**config.mk**
```make
export PLATFORM = sky130hd
export DESIGN_NAME = cfg_reg_bank_flat
export DESIGN_NICKNAME = d
export VERILOG_FILES = /design/src/rtl/cfg_reg_bank_if.sv /design/src/rtl/cfg_reg_bank.sv /design/src/flat_wrapper.sv
export SDC_FILE = /design/constraint.sdc
export NUM_CORES = 1
export LEC_CHECK = 0
export ABC_AREA = 1
export CAP_MARGIN = 25
export CORE_MARGIN = 2
export CORE_UTILIZATION = 55
export CTS_CLUSTER_DIAMETER = 150
export DETAILED_ROUTE_END_ITERATION = 10
export PLACE_DENSITY = 0.8
export SETUP_SLACK_MARGIN = 0.2
export SYNTH_ARGS = -nofsm -noshare
export SYNTH_HDL_FRONTEND = slang
export SYNTH_SLANG_ARGS = --single-unit
```
**constraint.sdc**
```tcl
create_clock -name clk_in -period 27.4 [get_ports clk_in]
set_input_delay 5.48 -clock clk_in [delete_from_list [all_inputs] [get_ports clk_in]]
set_output_delay 5.48 -clock clk_in [all_outputs]
set_load 0.05 [all_outputs]
```
**src/rtl/cfg_reg_bank_if.sv**
```systemverilog
// Bus interface for cfg_reg_bank: write/read request signals driven by the
// host (master) and the register bank's outputs (slave).
//   wr_in/wr_addr_in/data_in : level-sensitive write request, one per cycle
//   rd_in/rd_addr_in         : read request, data returned one cycle later
//   cfg_active_out           : committed register values, register i at [i*DATA_W +: DATA_W]
//   cmd_pulse_out            : one-cycle command pulse value
//   rd_data_out/rd_valid_out : registered read data and its strobe
//   dirty_out/addr_err_out   : uncommitted-writes flag, sticky bad-address flag
//   wr_cnt_out               : saturating accepted-write count
interface cfg_reg_bank_if #(
  parameter int unsigned DATA_W   = 16,
  parameter int unsigned ADDR_W   = 8,
  parameter int unsigned NUM_REGS = 20
);
  logic                         wr_in;
  logic [ADDR_W-1:0]            wr_addr_in;
  logic [DATA_W-1:0]            data_in;
  logic                         rd_in;
  logic [ADDR_W-1:0]            rd_addr_in;
  logic [NUM_REGS*DATA_W-1:0]   cfg_active_out;
  logic [DATA_W-1:0]            cmd_pulse_out;
  logic [DATA_W-1:0]            rd_data_out;
  logic                         rd_valid_out;
  logic                         dirty_out;
  logic                         addr_err_out;
  logic [15:0]                  wr_cnt_out;

  modport master (
    output wr_in, wr_addr_in, data_in, rd_in, rd_addr_in,
    input  cfg_active_out, cmd_pulse_out, rd_data_out, rd_valid_out,
           dirty_out, addr_err_out, wr_cnt_out
  );

  modport slave (
    input  wr_in, wr_addr_in, data_in, rd_in, rd_addr_in,
    output cfg_active_out, cmd_pulse_out, rd_data_out, rd_valid_out,
           dirty_out, addr_err_out, wr_cnt_out
  );
endinterface

```
**src/rtl/cfg_reg_bank.sv**
```systemverilog
// Configuration register bank with shadow/active copies.
// Writes land in the shadow copy; a commit write to CTRL_ADDR (bit 0) copies
// all shadow registers to the active copy in one edge. Writes to CMD_ADDR
// produce a one-cycle pulse on cmd_pulse_out. CTRL_ADDR reads return
// {addr_err, 14'b0, dirty}; CTRL_ADDR write bit 15 clears addr_err.
// Ports:
//   clk_in : clock, rising edge
//   rst_in : asynchronous active-high reset
//   bus    : cfg_reg_bank_if slave modport (requests in, status/data out)
module cfg_reg_bank #(
  parameter int unsigned                  DATA_W      = 16,
  parameter int unsigned                  ADDR_W      = 8,
  parameter int unsigned                  NUM_REGS    = 20,
  parameter logic [NUM_REGS*DATA_W-1:0]   RST_VAL     = '0,
  parameter logic [ADDR_W-1:0]            CMD_ADDR    = ADDR_W'(8'hF0),
  parameter logic [ADDR_W-1:0]            CTRL_ADDR   = ADDR_W'(8'hF1),
  parameter bit                           AUTO_COMMIT = 1'b0
) (
  input  logic          clk_in,
  input  logic          rst_in,
  cfg_reg_bank_if.slave bus
);

  // Bit 15 of a control write clears addr_err; narrower buses have no such bit.
  localparam int unsigned CLR_BIT = (DATA_W > 15) ? 15 : DATA_W - 1;
  localparam bit          HAS_CLR = (DATA_W > 15);

  typedef logic [DATA_W-1:0] word_t;

  word_t             shadow_q [NUM_REGS];
  word_t             active_q [NUM_REGS];
  word_t             cmd_pulse_q;
  word_t             rd_data_q;
  word_t             rd_data_d;
  logic              rd_valid_q;
  logic              dirty_q;
  logic              addr_err_q;
  logic [15:0]       wr_cnt_q;
  logic [15:0]       wr_cnt_d;
  logic [NUM_REGS-1:0] wr_sel;
  logic              rd_hit;
  logic              wr_reg;
  logic              wr_cmd;
  logic              wr_ctrl;
  logic              wr_bad;
  logic              commit;
  logic              clr_err;
  logic [15:0]       status;

  // Address decode; register space takes priority over the special addresses.
  always_comb begin
    wr_sel    = '0;
    rd_hit    = 1'b0;
    rd_data_d = '0;
    for (int unsigned i = 0; i < NUM_REGS; i++) begin
      wr_sel[i] = bus.wr_in && (bus.wr_addr_in == ADDR_W'(i));
      if (bus.rd_addr_in == ADDR_W'(i)) begin
        rd_hit    = 1'b1;
        rd_data_d = shadow_q[i];
      end
    end
    wr_reg  = |wr_sel;
    wr_cmd  = bus.wr_in && !wr_reg && (bus.wr_addr_in == CMD_ADDR);
    wr_ctrl = bus.wr_in && !wr_reg && !wr_cmd && (bus.wr_addr_in == CTRL_ADDR);
    wr_bad  = bus.wr_in && !wr_reg && !wr_cmd && !wr_ctrl;
    commit  = wr_ctrl && bus.data_in[0];
    clr_err = wr_ctrl && HAS_CLR && bus.data_in[CLR_BIT];
    status  = {addr_err_q, 14'b0, dirty_q};
    if (!rd_hit && (bus.rd_addr_in == CTRL_ADDR)) begin
      rd_data_d = DATA_W'(status);
    end
    wr_cnt_d = wr_cnt_q;
    if ((wr_reg || wr_cmd || wr_ctrl) && (wr_cnt_q != '1)) begin
      wr_cnt_d = wr_cnt_q + 16'd1;
    end
  end

  always_ff @(posedge clk_in or posedge rst_in) begin
    if (rst_in) begin
      for (int unsigned i = 0; i < NUM_REGS; i++) begin
        shadow_q[i] <= RST_VAL[i*DATA_W +: DATA_W];
        active_q[i] <= RST_VAL[i*DATA_W +: DATA_W];
      end
      cmd_pulse_q <= '0;
      rd_data_q   <= '0;
      rd_valid_q  <= 1'b0;
      dirty_q     <= 1'b0;
      addr_err_q  <= 1'b0;
      wr_cnt_q    <= '0;
    end else begin
      for (int unsigned i = 0; i < NUM_REGS; i++) begin
        if (wr_sel[i]) begin
          shadow_q[i] <= bus.data_in;
        end
        // Commit copies the pre-edge shadow; a commit cycle never carries a
        // register write, so nothing is lost.
        if (AUTO_COMMIT) begin
          if (wr_sel[i]) begin
            active_q[i] <= bus.data_in;
          end
        end else if (commit) begin
          active_q[i] <= shadow_q[i];
        end
      end
      cmd_pulse_q <= wr_cmd ? bus.data_in : '0;
      rd_valid_q  <= bus.rd_in;
      if (bus.rd_in) begin
        rd_data_q <= rd_data_d;
      end
      if (commit) begin
        dirty_q <= 1'b0;
      end else if (wr_reg && !AUTO_COMMIT) begin
        dirty_q <= 1'b1;
      end
      if (wr_bad) begin
        addr_err_q <= 1'b1;
      end else if (clr_err) begin
        addr_err_q <= 1'b0;
      end
      wr_cnt_q <= wr_cnt_d;
    end
  end

  always_comb begin
    bus.cfg_active_out = '0;
    for (int unsigned i = 0; i < NUM_REGS; i++) begin
      bus.cfg_active_out[i*DATA_W +: DATA_W] = active_q[i];
    end
  end

  assign bus.cmd_pulse_out = cmd_pulse_q;
  assign bus.rd_data_out   = rd_data_q;
  assign bus.rd_valid_out  = rd_valid_q;
  assign bus.dirty_out     = dirty_q;
  assign bus.addr_err_out  = addr_err_q;
  assign bus.wr_cnt_out    = wr_cnt_q;

endmodule

```
**src/flat_wrapper.sv**
```systemverilog
// flat-port wrapper written by rule: the top's interface ports become plain ports
module cfg_reg_bank_flat 
#(
  parameter int unsigned                  DATA_W      = 16,
  parameter int unsigned                  ADDR_W      = 8,
  parameter int unsigned                  NUM_REGS    = 20,
  parameter logic [NUM_REGS*DATA_W-1:0]   RST_VAL     = '0,
  parameter logic [ADDR_W-1:0]            CMD_ADDR    = ADDR_W'(8'hF0),
  parameter logic [ADDR_W-1:0]            CTRL_ADDR   = ADDR_W'(8'hF1),
  parameter bit                           AUTO_COMMIT = 1'b0
)
  (clk_in, rst_in, bus_wr_in, bus_wr_addr_in, bus_data_in, bus_rd_in, bus_rd_addr_in, bus_cfg_active_out, bus_cmd_pulse_out, bus_rd_data_out, bus_rd_valid_out, bus_dirty_out, bus_addr_err_out, bus_wr_cnt_out);
  cfg_reg_bank_if #(.DATA_W(DATA_W), .ADDR_W(ADDR_W), .NUM_REGS(NUM_REGS)) bus_i ();
  input  logic clk_in;
  input  logic rst_in;
  input wire logic [$bits(bus_i.wr_in)-1:0] bus_wr_in;
  input wire logic [$bits(bus_i.wr_addr_in)-1:0] bus_wr_addr_in;
  input wire logic [$bits(bus_i.data_in)-1:0] bus_data_in;
  input wire logic [$bits(bus_i.rd_in)-1:0] bus_rd_in;
  input wire logic [$bits(bus_i.rd_addr_in)-1:0] bus_rd_addr_in;
  output wire logic [$bits(bus_i.cfg_active_out)-1:0] bus_cfg_active_out;
  output wire logic [$bits(bus_i.cmd_pulse_out)-1:0] bus_cmd_pulse_out;
  output wire logic [$bits(bus_i.rd_data_out)-1:0] bus_rd_data_out;
  output wire logic [$bits(bus_i.rd_valid_out)-1:0] bus_rd_valid_out;
  output wire logic [$bits(bus_i.dirty_out)-1:0] bus_dirty_out;
  output wire logic [$bits(bus_i.addr_err_out)-1:0] bus_addr_err_out;
  output wire logic [$bits(bus_i.wr_cnt_out)-1:0] bus_wr_cnt_out;
  assign bus_i.wr_in = bus_wr_in;
  assign bus_i.wr_addr_in = bus_wr_addr_in;
  assign bus_i.data_in = bus_data_in;
  assign bus_i.rd_in = bus_rd_in;
  assign bus_i.rd_addr_in = bus_rd_addr_in;
  assign bus_cfg_active_out = bus_i.cfg_active_out;
  assign bus_cmd_pulse_out = bus_i.cmd_pulse_out;
  assign bus_rd_data_out = bus_i.rd_data_out;
  assign bus_rd_valid_out = bus_i.rd_valid_out;
  assign bus_dirty_out = bus_i.dirty_out;
  assign bus_addr_err_out = bus_i.addr_err_out;
  assign bus_wr_cnt_out = bus_i.wr_cnt_out;
  cfg_reg_bank #(.DATA_W(DATA_W), .ADDR_W(ADDR_W), .NUM_REGS(NUM_REGS), .RST_VAL(RST_VAL), .CMD_ADDR(CMD_ADDR), .CTRL_ADDR(CTRL_ADDR), .AUTO_COMMIT(AUTO_COMMIT)) u_core (.clk_in(clk_in), .rst_in(rst_in), .bus(bus_i));
endmodule
```
# Word level (Yosys, flattened, before mapping)

Index checks and enable logic that the tools add are counted.

Register bits: 691
Input bits: 36
Output and inout port bits: 371
Logic and storage cells: 175

$add $sub $neg: 1
Equal/unequal tests: 42
Mux-type cells: 46
Reductions and logical operators: 40

Operators by type and width:

| cell                                                                   | count |
|---|---|
| 16-bit 2-to-1 mux                                                      | 22 |
| 8-bit by 4-bit equality test with 1-bit output (second input constant) | 16 |
| 8-bit by 3-bit equality test with 1-bit output (second input constant) | 8 |
| 8-bit by 5-bit equality test with 1-bit output (second input constant) | 8 |
| 8-bit by 2-bit equality test with 1-bit output (second input constant) | 4 |
| 1-bit logical AND                                                      | 29 |
| 8-bit equality test (second input constant)                            | 3 |
| 1-bit 2-to-1 mux                                                       | 24 |
| 20-bit OR reduction                                                    | 1 |
| 16-bit by 1-bit adder with 16-bit output (second input constant)       | 1 |
| 8-bit by 1-bit equality test with 1-bit output (second input constant) | 2 |
| 8-bit zero test                                                        | 2 |
| 16-bit != test (second input constant)                                 | 1 |
| 1-bit zero test                                                        | 4 |
| 2-bit nonzero test                                                     | 2 |
| 1-bit logical OR                                                       | 2 |

# Logic depth before layout (Yosys ltp)

Gate-level depths: netlist of the first run.

Depth in word-level cells: 24
Mapped depth: 20

# Worst setup path after synthesis of the first run

No wires, ideal clock.

Path kind: input port to flip-flop
From: input port bus_wr_addr_in[7]
To: register u_core.active_q, in the netlist u_core.bus.cfg_active_out[2]
Data arrival time: 6994 ps
Data required time: 27272 ps
Setup slack: 20279 ps
Stages on the path: 10
Cell sequence: nor2_2 nand4_2 nor2_1 nor2_1 nand3_2 nor3_4 nand3_2 buf_6 buf_4 mux2_1

Longest elaborated chain between the ends: 10

Ends and longest elaborated chain:

| element                                                                      | RTL line                               | RTL |
|---|---|---|
| start: declaration                                                           | flat_wrapper.sv:17                     | `input wire logic [$bits(bus_i.wr_addr_in)-1:0] bus_wr_addr_in;` |
| 8-bit by 1-bit equality test with 1-bit output, or another cell as far along | cfg_reg_bank.sv:56                     | `wr_sel[i] = bus.wr_in && (bus.wr_addr_in == ADDR_W'(i));` |
| 1-bit logical AND                                                            | cfg_reg_bank.sv:56                     |  |
| 20-bit OR reduction                                                          | cfg_reg_bank.sv:62                     | `wr_reg = \|wr_sel;` |
| 1-bit zero test                                                              | cfg_reg_bank.sv:63, cfg_reg_bank.sv:64 |  |
| 1-bit logical AND                                                            | cfg_reg_bank.sv:63, cfg_reg_bank.sv:64 |  |
| 1-bit logical AND                                                            | cfg_reg_bank.sv:63                     | `wr_cmd = bus.wr_in && !wr_reg && (bus.wr_addr_in == CMD_ADDR);` |
| 1-bit zero test                                                              | cfg_reg_bank.sv:64                     | `wr_ctrl = bus.wr_in && !wr_reg && !wr_cmd && (bus.wr_addr_in == CTRL_ADDR);` |
| 1-bit logical AND                                                            | cfg_reg_bank.sv:64                     |  |
| 1-bit logical AND *                                                          | cfg_reg_bank.sv:64                     |  |
| 1-bit logical AND *                                                          | cfg_reg_bank.sv:66                     | `commit = wr_ctrl && bus.data_in[0];` |
| end signal: indexed assignment                                               | cfg_reg_bank.sv:82                     | `active_q[i] <= RST_VAL[i*DATA_W +: DATA_W];` |
| end signal: indexed assignment                                               | cfg_reg_bank.sv:99                     | `active_q[i] <= bus.data_in;` |
| end signal: indexed assignment                                               | cfg_reg_bank.sv:102                    | `active_q[i] <= shadow_q[i];` |
| end: declaration                                                             | cfg_reg_bank.sv:31                     | `word_t active_q [NUM_REGS];` |

Mark *: on every way between the ends. The rest lies on a longest branch, timed or not.
A chain may end at the register's enable or synchronous reset.

# Final worst setup path of the first run

From: input port bus_wr_addr_in[0]
To: register u_core.active_q, in the netlist u_core.bus.cfg_active_out[175]

Same word-level chain as after synthesis.

==> results of run 1 <==
power breakdown:
group	total (mW)	internal [mW]	switching, mW
Clock	0.994	0.587	0.407
Combinational	0.149	0.0402	0.109
Sequential	1.08	1.05	0.0273
Total	2.22	1.68	0.543
layout make-up:
cell class              instances  area (sq um)
flip-flops and latches        691         17300
fillers                      3793         15800
multi-input cells            1819          9240
repair buffers                442          4580
clock buffers                 111          2180
inverters                     269          1020
well taps                     680           851
clock inverters                20           220
diodes                          5          12.5
registers in the layout, indices dropped and copies added (netlist names):
register	flops
u_core.bus.wr_cnt_out	16
u_core.bus.addr_err_out	1
u_core.bus.cfg_active_out	320
u_core.bus.cmd_pulse_out	16
u_core.shadow_q	320
u_core.bus.rd_valid_out	1
u_core.bus.dirty_out	1
u_core.bus.rd_data_out	16
through the flow:
| stage | hold WS (ns) | instance area [sq um] | instances | util (%) |
|---|---|---|---|---|
| floorplan | 0.453 | 28400 | 2941 | - |
| global placement | 0.466 | 32600 | 3887 | 63.8 |
| detailed placement | 0.472 | 32700 | 3892 | 63.9 |
| CTS | 0.488 | 35100 | 4023 | 68.6 |
| global route | 0.501 | 35400 | 4035 | 69.1 |
| finish | 0.486 | 35400 | 4037 | 69.1 |
cells in the final DEF (no fill, tap or decap), types with 7 or more instances in the layout:
master and n:
clkdlybuf4s50_1 406, mux2_1 152, dfrtp_1 691, inv_2 7
nor3_1 12, nand2_1 840, buf_4 21, clkbuf_16 76
o21ai_0 381, xnor2_1 8, xor2_1 7, clkbuf_8 17
buf_16 10, clkinv_2 10, a21oi_1 64, o21ai_1 151
clkbuf_1 19, nand3_1 36, inv_1 261, a221oi_1 10
nand4_1 56, nor2_1 64
logic make-up (layout without fill, tap and decap cells):
logic type      count (synthesis)  count (layout)  synth area share, %
simple gates                 1035            1035                 14.9
flops                         691             691                 60.9
compound gates                616             616                 11.1
buf+inv                       431             842                 6.55
mux                           152             152                 6.03
xor+xnor                       15              15                0.463
fa+ha+maj                       1               1               0.0441
other cells                     0               5                    0
metal layers:
layer	part of all wire, %	vias to the layer above	wire, um
met4	4.7	0	4330
met2	45	1447	41400
li1	-	10266	-
met1	40	11588	36700
met5	0	-	0
met3	11	234	10100
how the worst max path moves through the flow:
stage | depth (start not counted) | slack, ns | end
global route | 15 | 17.43 | u_core.bus.cfg_active_out[175]
finish | 15 | 17.76 | u_core.bus.cfg_active_out[175]
floorplan | 1 | 2.55 | u_core.bus.addr_err_out
CTS | 13 | 17.07 | u_core.bus.cfg_active_out[175]
detailed placement | 13 | 16.49 | u_core.bus.cfg_active_out[119]
global placement | 14 | 16.44 | u_core.bus.cfg_active_out[86]
critical path, cell delays in order:
cell	delay (ns)
clkdlybuf4s50_1	0.57
inv_1	0.08
nor2_1	0.14
nand2_1	0.09
nor2_1	0.13
buf_4	0.31
nor2_1	0.09
nand3_2	0.13
nor3_4	0.07
nand3_4	0.41
buf_4	0.59
buf_4	0.82
buf_4	0.31
buf_16	0.33
mux2_1	0.39
==> results.py, run 1 <==
metrics = {
    "pwr": {
        "ir_drop_mv": 0.0416,
        "p_total_mw": 2.22,
        "power_density_nw_per_um2": 62.9,
        "leakagePower_nw": 16.4,
    },
    "global_routing": {
        "use_met3_pct": 7.19,
        "busiest_layer": "met2",
        "antenna_found_initial": 8,
        "grt_max_degree": 191,
        "grtUsageMet1_pct": 49.2,
        "overflow": 0,
        "grt_pass1_vias": 22351,
        "grt_util_met2_pct": 51.3,
        "track_usage_pct": 34.5,
        "grt_pass1_wl_um": 137000,
    },
    "logic_synthesis": {
        "ys_seq_area_share_pct": 60.9,
        "syn_avg_cell_area_sq_um": 9.65,
        "synth_top_area_cell": "dfrtp_1",
        "yosysWarnings": 0,
        "syn-instance-count": 2941,
        "synth_most_common_cell": "nand2_1",
        "synth_fp_nets": 2978,
        "synth_edf_count": 0,
        "yosysUniqueCellTypes": 35,
        "syn-cell-area_sq_um": 28400,
        "synthFlopType": "dfrtp_1",
        "synth_top_area_share_pct": 60.9,
        "synth.top_cells.by_area": "dfrtp_1, nand2_1, o21ai_0",
        "synth_common_cells": "nand2_1, dfrtp_1, o21ai_0, inv_1, mux2_1",
        "ys_ff_latch": 691,
        "async_flop_share_pct": 100,
    },
    "floorplanning": {
        "initial_utilization_pct": 55.4,
        "rows": 83,
        "dieArea_sq_um": 53400,
        "io_pins": 407,
        "die_w_um": 231,
        "die_h_um": 231,
        "core_sq_um": 51200,
    },
    "critical_path": {
        "start_kind": "input pin",
        "r2r-end": "u_core.bus.rd_data_out[2]",
        "rrSetupSlack_ns": 24.92,
        "rr_startpoint": "u_core.shadow_q[290]",
        "crit_path_end_kind": "register",
        "arrival_ns": 10.12,
        "critPathRequiredTime_ns": 27.88,
        "path_max_fanout": 100,
        "path_class": "in2reg",
        "r2r_cells": 14,
        "startpoint": "bus_wr_addr_in[0]",
    },
    "run_status": {
        "status": "completed",
    },
    "timing": {
        "relSlewSlack_pct": 13.9,
        "fin_ws_ns": 17.76,
        "fmax_ghz": 0.104,
        "post-route-period-util_pct": 35.2,
        "fin_tns_setup_ns": 0,
        "min_period_ns": 9.64,
        "tightest_slew_ns": 1.28,
        "rsz0062_at_grt": "no",
        "maxSlewViolCount": 0,
        "finalHoldViolations": 0,
        "clock_skew_ns": 0.0278,
        "setup_viol": 0,
    },
    "hold_path": {
        "hold_end": "u_core.shadow_q[114]",
        "min-delay-start": "u_core.shadow_q[114]",
        "worstHoldPathType": "reg2reg",
        "min_path_cells": 2,
    },
    "route": {
        "route.detailed.drc": 0,
        "dr_total_vias": 23535,
        "wl_um": 92500,
        "via_per_inst": 5.83,
        "first_pass_iters": 6,
        "dr.first_iter.drc_count": 3171,
        "ant_nets": 0,
        "drt-wirelength-per-cell_um": 22.9,
    },
    "cts": {
        "clk_pin_slew_worst_paths_ns": 0.06,
        "cts_made_buffers": 71,
        "htree_levels": 3,
        "post_cts_resized": 0,
        "clk-insertion-delay-late_ns": 0.61,
        "cts.sinks": 691,
        "cts_tree": "done",
        "clockRootBuffer": "clkbuf_16",
        "cts_hold_buf": 0,
        "postCtsSetupRepairBufs": 0,
        "cts.path.max_buffers": 3,
    },
    "placement": {
        "port_buffers": 406,
        "hpwl_um": 64600,
        "place_ws_ns": 16.49,
        "place_congestion": 0.958,
    },
    "finish": {
        "area_growth_pct": 24.7,
        "fin_nets": 3331,
        "drive_gt1_share_pct": 5.31,
    },
    "flow_run": {
        "drv_cap": 0,
    },
}
Note: power is estimated with default switching activity, not from simulation.
==> run 2: changes to the inputs <==
==> constraint.sdc (replaced) <==
create_clock -name clk_in -period 8.89 [get_ports clk_in]
set_input_delay 1.778 -clock clk_in [delete_from_list [all_inputs] [get_ports clk_in]]
set_output_delay 1.778 -clock clk_in [all_outputs]
set_load 0.05 [all_outputs]
==> run 2 against run 1 <==
Against the previous run: setup slack got worse by 14 ns; register-to-register slack got worse by 18 ns; die area unchanged; hold slack got worse by 0.00080 ns; cell count decreased by 0.25%; combinational power increased to 3.1 times the previous value; first-iteration DRC count decreased by 3.2%; via count decreased by 0.46%; critical endpoint is now u_core.bus.rd_data_out[12]; largest cell class unchanged.
==> results.py, run 2 (synthesis results as in run 1) <==
metrics = {
    "run_status": {
        "status": "completed",
    },
    "hold_path": {
        "min-delay-start": "u_core.shadow_q[303]",
        "worstHoldPathType": "reg2reg",
    },
    "finish": {
        "multi_input_area_sq_um": 9240,
        "seq_area_sq_um": 17300,
        "area_growth_pct": 24.4,
        "fin_nets": 3327,
        "final_common_cell": "nand2_1",
        "layout.cells.non_filler": 4027,
        "drive_gt1_share_pct": 5.20,
        "nFillCells": 3838,
        "final_cell_mix": "nand2_1, dfrtp_1, clkdlybuf4s50_1",
    },
    "flow_run": {
        "drv_cap": 0,
    },
    "pwr": {
        "ir_drop_mv": 0.191,
        "p_total_mw": 6.87,
        "leakagePower_nw": 16.4,
        "power_density_nw_per_um2": 195,
    },
    "critical_path": {
        "arrival_ns": 5.24,
        "critPathRequiredTime_ns": 9.39,
        "startpoint": "bus_rd_addr_in[0]",
        "start_kind": "input pin",
        "rr_startpoint": "u_core.shadow_q[304]",
        "crit_path_end_kind": "register",
        "path_class": "in2reg",
        "path_max_fanout": 11,
    },
    "floorplanning": {
        "rows": 83,
        "io_pins": 407,
        "initial_utilization_pct": 55.4,
        "die_h_um": 231,
        "die_w_um": 231,
        "dieArea_sq_um": 53400,
        "core_sq_um": 51200,
    },
    "route": {
        "route.detailed.drc": 0,
        "via_per_inst": 5.82,
        "dr.first_iter.drc_count": 3071,
        "highest_layer": "met5",
        "wl_met2_um": 41600,
        "drt-wirelength-per-cell_um": 23.7,
        "dr_total_vias": 23426,
        "wl_um": 95500,
        "ant_nets": 0,
        "wl_met1_um": 37900,
        "first_pass_iters": 6,
        "wl_met3_um": 11300,
    },
    "cts": {
        "postCtsSetupRepairBufs": 0,
        "cts.sinks": 691,
        "cts_made_buffers": 71,
        "clk-insertion-delay-late_ns": 0.62,
        "htree_levels": 3,
        "cts_tree": "done",
        "clk_pin_slew_worst_paths_ns": 0.06,
        "post_cts_resized": 0,
        "clockRootBuffer": "clkbuf_16",
        "cts_hold_buf": 0,
        "cts.path.max_buffers": 3,
    },
    "global_routing": {
        "overflow": 0,
        "antenna_found_initial": 4,
        "grt_pass1_wl_um": 143000,
        "track_usage_pct": 36.0,
        "grt_pass1_vias": 22945,
        "grt_max_degree": 206,
    },
    "timing": {
        "maxSlewViolCount": 0,
        "min_period_ns": 4.74,
        "post-route-period-util_pct": 53.4,
        "setup_viol": 0,
        "rsz0062_at_grt": "no",
        "fin_tns_setup_ns": 0,
        "hold_ws_ns": 0.485,
        "relSlewSlack_pct": 20.3,
        "finalHoldViolations": 0,
        "clock_skew_ns": 0.0280,
        "tightest_slew_ns": 1.19,
        "fmax_ghz": 0.211,
    },
    "placement": {
        "hpwl_um": 67500,
        "port_buffers": 406,
        "placedCellCount": 3895,
        "place_congestion": 0.994,
    },
}
==> run 2: worst paths after layout <==
kind	slack (ns)	cells after the start	to
setup / recovery	4.15	18	u_core.bus.rd_data_out[12]
hold / removal	0.48	2	u_core.shadow_q[303]
setup reg to reg	6.79	12	u_core.bus.rd_data_out[0]
hold reg to reg	0.48	2	u_core.shadow_q[303]
max in group asynchronous	5.79	5	u_core.bus.cfg_active_out[10]
min in group asynchronous	1.59	3	u_core.shadow_q[211]
==> run 2: critical path: stages <==
cell and delay, ns:
clkdlybuf4s50_1 0.78, nand2_1 0.23, inv_1 0.09, nand2_1 0.16
nor2_1 0.65, nand2_1 0.13, nand2_1 0.19, nand3_1 0.16
nand2_1 0.12, nand4_1 0.17, nand2_1 0.12, nand4_1 0.09
nand2_1 0.14, nand4_1 0.14, nand2_1 0.09, nand3_1 0.07
nand2_1 0.06, nand2_1 0.04
==> run 2: report_power, final <==
part / internal, mW / switching [mW]
Sequential: 3.25 / 0.0894
Clock: 1.83 / 1.24
Combinational: 0.122 / 0.339
Total: 5.20 / 1.67
==> run 2: layer usage <==
| metal | GRT usage (%) | vias to the layer above |
|---|---|---|
| li1 | - | 10262 |
| met1 | 50.2 | 11476 |
| met2 | 51.8 | 1426 |
| met3 | 10.4 | 260 |
| met4 | 18.2 | 2 |
| met5 | 0 | - |
==> run 2: cell type report <==
type                       instances  area share, %
sequential                       691           49.0
multi-input combinational       1819           26.2
timing repair buffer             438           12.7
clock buffer                     104           5.99
inverter                         269           2.87
tap                              680           2.41
clock inverter                    23          0.812
antenna                            3         0.0213
==> run 2: stage by stage <==
stage                     setup slack (ns)  cell area, sq um  utilization, %
after floorplan                      -2.34             28400               -
after global placement                3.22             32700            63.9
after detailed placement              3.60             32800            64.1
after CTS                             4.24             35200            68.8
after global routing                  3.83             35300            68.9
final                                 4.15             35300            68.9
